===== src/rtl/layer_xfer_seq.sv =====
// layer_xfer_seq: sequences one inter-layer hand-off in the CNN pipeline.
// It waits for the source layer's output, copies every (channel,row,col) of the
// source outmem into the destination inmem, then launches the destination
// compute and waits for that layer to finish.
// Optional feature: define LAYER_XFER_SEQ_FLAT_EN to add the wr_flat output,
// which carries the flattened destination index alongside wr_en.
module layer_xfer_seq #(
  parameter int NUM_CH   = 16,
  parameter int DIM      = 13,
  parameter int READ_LAT = 1,
  parameter int IDX_W    = 16
) (
  input  logic             clk,
  input  logic             reset,
  input  logic             start,
  input  logic             src_done,
  output logic [IDX_W-1:0] rd_ch,
  output logic [IDX_W-1:0] rd_row,
  output logic [IDX_W-1:0] rd_col,
  output logic             wr_en,
  output logic [IDX_W-1:0] wr_ch,
  output logic [IDX_W-1:0] wr_row,
  output logic [IDX_W-1:0] wr_col,
`ifdef LAYER_XFER_SEQ_FLAT_EN
  output logic [IDX_W-1:0] wr_flat,
`endif
  output logic             dst_start,
  input  logic             dst_done,
  output logic             busy,
  output logic             done
);

  typedef enum logic [2:0] {
    IDLE,
    WAIT_SRC,
    COPY,
    DRAIN,
    LAUNCH,
    WAIT_DST,
    FIN
  } state_t;

  localparam longint unsigned IdxRange = 64'd1 << IDX_W;
  localparam logic [IDX_W-1:0] LastCh  = IDX_W'(NUM_CH - 1);
  localparam logic [IDX_W-1:0] LastIdx = IDX_W'(DIM - 1);
  localparam logic [2:0]       LastDrain = 3'(READ_LAT - 1);

  // Reject parameter sets the counters and the delay pipe cannot represent.
  generate
    if (READ_LAT < 1 || READ_LAT > 4) begin : gBadReadLat
      $error("layer_xfer_seq: READ_LAT must be in 1..4");
    end
    if (64'(NUM_CH) >= IdxRange || 64'(DIM) >= IdxRange) begin : gBadIdxW
      $error("layer_xfer_seq: NUM_CH and DIM must each be < 2**IDX_W");
    end
`ifdef LAYER_XFER_SEQ_FLAT_EN
    if (64'(NUM_CH) * 64'(DIM) * 64'(DIM) > IdxRange) begin : gBadFlatW
      $error("layer_xfer_seq: NUM_CH*DIM*DIM must be <= 2**IDX_W");
    end
`endif
  endgenerate

  state_t           state_q;
  logic [IDX_W-1:0] chCnt_q, rowCnt_q, colCnt_q;
  logic [IDX_W-1:0] chCnt_d, rowCnt_d, colCnt_d;
  logic             lastIssue;
  logic [2:0]       drainCnt_q;
  logic             dstDonePrev_q;
  logic             dstStart_q;
  logic             done_q;

  logic [READ_LAT-1:0] pipeVld_q;
  logic [IDX_W-1:0]    pipeCh_q  [READ_LAT];
  logic [IDX_W-1:0]    pipeRow_q [READ_LAT];
  logic [IDX_W-1:0]    pipeCol_q [READ_LAT];

  // Raster-order successor of the read counter; col is fastest, channel slowest.
  always_comb begin
    chCnt_d   = chCnt_q;
    rowCnt_d  = rowCnt_q;
    colCnt_d  = colCnt_q;
    lastIssue = (chCnt_q == LastCh) && (rowCnt_q == LastIdx) && (colCnt_q == LastIdx);
    if (colCnt_q == LastIdx) begin
      colCnt_d = '0;
      if (rowCnt_q == LastIdx) begin
        rowCnt_d = '0;
        chCnt_d  = chCnt_q + 1'b1;
      end else begin
        rowCnt_d = rowCnt_q + 1'b1;
      end
    end else begin
      colCnt_d = colCnt_q + 1'b1;
    end
  end

  // Main hand-off FSM; the counter freezes on the final read so rd_* holds it afterwards.
  always_ff @(posedge clk) begin
    if (reset) begin
      state_q    <= IDLE;
      chCnt_q    <= '0;
      rowCnt_q   <= '0;
      colCnt_q   <= '0;
      drainCnt_q <= '0;
      dstStart_q <= 1'b0;
      done_q     <= 1'b0;
    end else begin
      dstStart_q <= 1'b0;
      done_q     <= 1'b0;
      case (state_q)
        IDLE: begin
          if (start) state_q <= WAIT_SRC;
        end
        WAIT_SRC: begin
          if (src_done) begin
            state_q  <= COPY;
            chCnt_q  <= '0;
            rowCnt_q <= '0;
            colCnt_q <= '0;
          end
        end
        COPY: begin
          if (lastIssue) begin
            state_q    <= DRAIN;
            drainCnt_q <= '0;
          end else begin
            chCnt_q  <= chCnt_d;
            rowCnt_q <= rowCnt_d;
            colCnt_q <= colCnt_d;
          end
        end
        DRAIN: begin
          if (drainCnt_q == LastDrain) begin
            state_q    <= LAUNCH;
            dstStart_q <= 1'b1;
          end else begin
            drainCnt_q <= drainCnt_q + 3'd1;
          end
        end
        LAUNCH: begin
          state_q <= WAIT_DST;
        end
        WAIT_DST: begin
          if (dst_done && !dstDonePrev_q) begin
            state_q <= FIN;
            done_q  <= 1'b1;
          end
        end
        FIN: begin
          state_q <= IDLE;
        end
        default: begin
          state_q <= IDLE;
        end
      endcase
    end
  end

  // History of dst_done so that only a fresh rising edge can end the wait.
  always_ff @(posedge clk) begin
    if (reset) begin
      dstDonePrev_q <= 1'b0;
    end else begin
      dstDonePrev_q <= dst_done;
    end
  end

  // Delay line matching the outmem read latency; data stages only load on valid so wr_* hold.
  always_ff @(posedge clk) begin
    if (reset) begin
      pipeVld_q <= '0;
      for (int s = 0; s < READ_LAT; s++) begin
        pipeCh_q[s]  <= '0;
        pipeRow_q[s] <= '0;
        pipeCol_q[s] <= '0;
      end
    end else begin
      pipeVld_q[0] <= (state_q == COPY);
      if (state_q == COPY) begin
        pipeCh_q[0]  <= chCnt_q;
        pipeRow_q[0] <= rowCnt_q;
        pipeCol_q[0] <= colCnt_q;
      end
      for (int s = 1; s < READ_LAT; s++) begin
        pipeVld_q[s] <= pipeVld_q[s-1];
        if (pipeVld_q[s-1]) begin
          pipeCh_q[s]  <= pipeCh_q[s-1];
          pipeRow_q[s] <= pipeRow_q[s-1];
          pipeCol_q[s] <= pipeCol_q[s-1];
        end
      end
    end
  end

`ifdef LAYER_XFER_SEQ_FLAT_EN
  logic [IDX_W-1:0] flat_q;

  // Flattened write index kept as a running count to avoid any multiply.
  always_ff @(posedge clk) begin
    if (reset) begin
      flat_q <= '0;
    end else if (state_q == WAIT_SRC && src_done) begin
      flat_q <= '0;
    end else if (pipeVld_q[READ_LAT-1]) begin
      flat_q <= flat_q + 1'b1;
    end
  end

  assign wr_flat = flat_q;
`endif

  assign rd_ch     = chCnt_q;
  assign rd_row    = rowCnt_q;
  assign rd_col    = colCnt_q;
  assign wr_en     = pipeVld_q[READ_LAT-1];
  assign wr_ch     = pipeCh_q[READ_LAT-1];
  assign wr_row    = pipeRow_q[READ_LAT-1];
  assign wr_col    = pipeCol_q[READ_LAT-1];
  assign dst_start = dstStart_q;
  assign done      = done_q;
  assign busy      = (state_q != IDLE);

endmodule


===== config.mk =====
export PLATFORM = sky130hd
export DESIGN_NAME = layer_xfer_seq
export DESIGN_NICKNAME = d
export VERILOG_FILES = /design/src/rtl/layer_xfer_seq.sv
export SDC_FILE = /design/constraint.sdc
export NUM_CORES = 1
export LEC_CHECK = 0
export ABC_AREA = 1
export CORE_AREA = 2 2 105 107
export CTS_CLUSTER_DIAMETER = 80
export DETAILED_ROUTE_END_ITERATION = 7
export DIE_AREA = 0 0 107 109
export PLACE_DENSITY = 0.82
export SYNTH_ARGS = -nofsm -noshare
export SYNTH_HDL_FRONTEND = slang
export SYNTH_SLANG_ARGS = --single-unit

===== constraint.sdc =====
create_clock -name clk -period 2.85 [get_ports clk]
set_input_delay 0.57 -clock clk [delete_from_list [all_inputs] [get_ports clk]]
set_output_delay 0.57 -clock clk [all_outputs]
set_load 0.02 [all_outputs]

==> flow_summary.yaml <==
synthesis:
  synth_area_leaders: "edfxtp_1 (27%), dfxtp_1 (22%), nor2_1 (9.8%), nand2_1 (8.6%), nand3_1 (6.2%)"
  synth_fp_nets: 714
  synth-async-reset-ratio_pct: 0
  synth_seq_cells: 106
  netlist_area_um2: 5380
  yosys.area.top_type: "edfxtp_1"
  yosysSeqAreaShare_pct: 48.4
  yosys.area.top_type_share_pct: 26.8
  yosysUniqueCellTypes: 35
  synth-edff-count: 48
  synth_commonest_cells: "nor2_1 (140), nand2_1 (123), inv_1 (88)"
  synth.most_common_cell: "nor2_1"
  synth_area_per_cell_um2: 7.66
  ys_warn_count: 0
  synthFlopType: "dfxtp_1"
  syn_inst: 702
die:
  dieWidth_um: 107
  start_util_pct: 50.7
  pin_count: 105
  dieArea_um2: 11700
  rows: 38
  placeableCoreArea_um2: 10600
  die_h_um: 109
sta:
  setup_ws_ns: 0.568
  relSlewSlack_pct: 59.8
  slew_viol_final: 0
  worst_pin_slew_ns: 0.597
  finalCritPeriodShare_pct: 80.1
  setup_viol: 0
  fin_crit_ns: 2.28
  hold_violations: 0
  tns_ns: 0
  finalClockSkew_ns: 0.0141
  rsz0062_at_grt: "false"
  fmax_ghz: 0.438
final_layout:
  area_growth_pct: 23.7
  antenna_cells: 0
  final_nets: 810
  drive_gt1_share_pct: 5.23
  nFillCells: 904
placement:
  detailedPlace.worstSlack_ns: 0.595
  gp_congestion: 0.980
  place_hpwl_um: 9810
  port_buffers: 104
drt:
  drt_iter0_drc: 397
  drt_first_pass_iters: 6
  viasPerCell: 5.27
  vias: 4972
  drc_errors: 0
  drtAntennaViolNets: 0
  detail_route.wl_per_cell_um: 14.0
  wl_um: 13200
critical_path:
  arrival_ns: 1.71
  crit_chain: "inv_1, nand3_1, clkdlybuf4s50_1"
  reg2reg_from: "rd_row[1]$_SDFFE_PP0P_"
  critPathTopFamily: "buffers and inverters"
  cp-start-kind: "flip-flop"
  reg2reg_setup_slack_ns: 0.60
  endpoint_kind: "output pin"
  path_max_fanout: 6
  slowest_stage: "clkdlybuf4s50_1"
  cpPeakStageDelay_ns: 0.62
  required_ns: 2.28
  critPathBufInv: 2
  crit_start: "state_q[2]$_SDFFE_PP0P_"
  worstSetupPathType: "reg2out"
clock_tree:
  cts.sink_count: 106
  clock_latency_ns: 0.38
  root_buffer: "clkbuf_8"
  cts_setup_buffers: 0
  post_cts_resized: 0
  cts_inserted_buffers: 9
  clk_pin_slew_ns: 0.10
  cts_buffer_depth: 2
  ctsHoldBuffers: 0
  htreeDepth: 3
  cts_tree: "yes"
worst_hold_path:
  hold_path_class: "reg2reg"
  hold_start: "drainCnt_q[0]$_SDFFE_PP0P_"
flow_run:
  cap_violations: 0
global_route:
  grt_overflow: 0
  grt_max_degree: 28
  grt_pass1_wl_um: 21400
  antenna_found_initial: 0
  track_usage_pct: 23.0
  grt_pass1_vias: 4575
status:
  outcome: "completed"
pwr:
  vdd_drop_max_mv: 0.360
  leakagePower_uw: 0.00247
  powerDensity_nw_per_um2: 668
## state kept, by name, indices dropped and copies added (netlist names)
| register | cells |
|---|---|
| pipeCh_q | 16 |
| pipeRow_q | 16 |
| rd_ch | 16 |
| done | 1 |
| drainCnt_q | 3 |
| state_q | 3 |
| dstDonePrev_q | 1 |
| pipeCol_q | 16 |
| wr_en | 1 |
| rd_row | 16 |
| rd_col | 16 |
| dst_start | 1 |
## cell usage in the layout, fill, tap and decap left out
cell type and n:
nor2_1 140, nand2_1 122, clkdlybuf4s50_1 104, inv_1 88, nand3_1 67, dfxtp_1 58
edfxtp_1 48, a21oi_1 45, o21ai_0 23, nor3_1 17, nand4_1 16, clkbuf_8 9
buf_4 9, xor2_1 7, ha_1 7, nand2_2 5, or2_2 5, clkbuf_1 5
nand3b_1 4, nor2_2 3, nor4_1 3, inv_2 2, a31oi_1 2, xnor2_1 2
clkinvlp_4 2, nor3_4 1, nor2_4 1, and2_4 1, nand3_4 1, nand4_4 1
nand2_4 1, o211ai_1 1, nand3_2 1, nor3b_1 1, or2_1 1
## through the flow
| stage | instance area [um2] | total power, uW | utilization [%] | hold WS [ns] | cells |
|---|---|---|---|---|---|
| final | 6650 | 4450 | 62.7 | 0.513 | 943 |
| after global routing | 6650 | 4670 | 62.7 | 0.557 | 943 |
| after CTS | 6650 | 4450 | 62.7 | 0.521 | 943 |
| after detailed placement | 6490 | 3660 | 61.3 | 0.507 | 927 |
| after global placement | 6490 | 3630 | 61.3 | 0.479 | 927 |
| after floorplan | 5380 | 3080 | - | 0.460 | 702 |
## metal layers
metal,share of wire (%),track usage (%)
met5,0,0
met2,49,39.5
met3,7.0,3.41
met1,42,29.4
met4,1.8,8.81
## area by class of cell
type                    instances  area, um2  area share, %
well taps                     140        175           2.63
clock inverters                 2       15.0          0.226
inverters                      90        338           5.08
repair buffers                113       1110           16.7
flip-flops and latches        106       2600           39.1
multi-input cells             478       2270           34.1
clock buffers                  14        143           2.14
## worst paths after layout
path | end | cells after the start
worst min-delay path | drainCnt_q[0]$_SDFFE_PP0P_ | 2
worst max register to register | rd_ch[2]$_SDFFE_PP0P_ | 11
worst min register to register | drainCnt_q[0]$_SDFFE_PP0P_ | 2
worst max-delay path | busy | 3
## where the power goes
group | total (uW) | internal [uW] | leakage (uW) | switching, uW
Combinational | 1660 | 599 | 0.00142 | 1060
Sequential | 1980 | 1830 | 0.000974 | 143
Clock | 810 | 320 | 0.0000709 | 490
Total | 4450 | 2750 | 0.00247 | 1690
## worst min-delay path: stages, from the launching register on
cell and delay [ns]:
dfxtp_1 0.34, nand3_1 0.08, a21oi_1 0.06
## logic make-up (layout without fill, tap and decap cells)
kind of cell | after synthesis | in the layout | share of synthesized area (%)
compound gates | 71 | 71 | 6.70
xor+xnor | 9 | 9 | 1.47
fa+ha+maj | 7 | 7 | 1.63
buf+inv | 118 | 219 | 9.42
flops | 106 | 106 | 48.4
simple gates | 391 | 391 | 32.4
No activity file was read; power rests on OpenSTA's default activity.
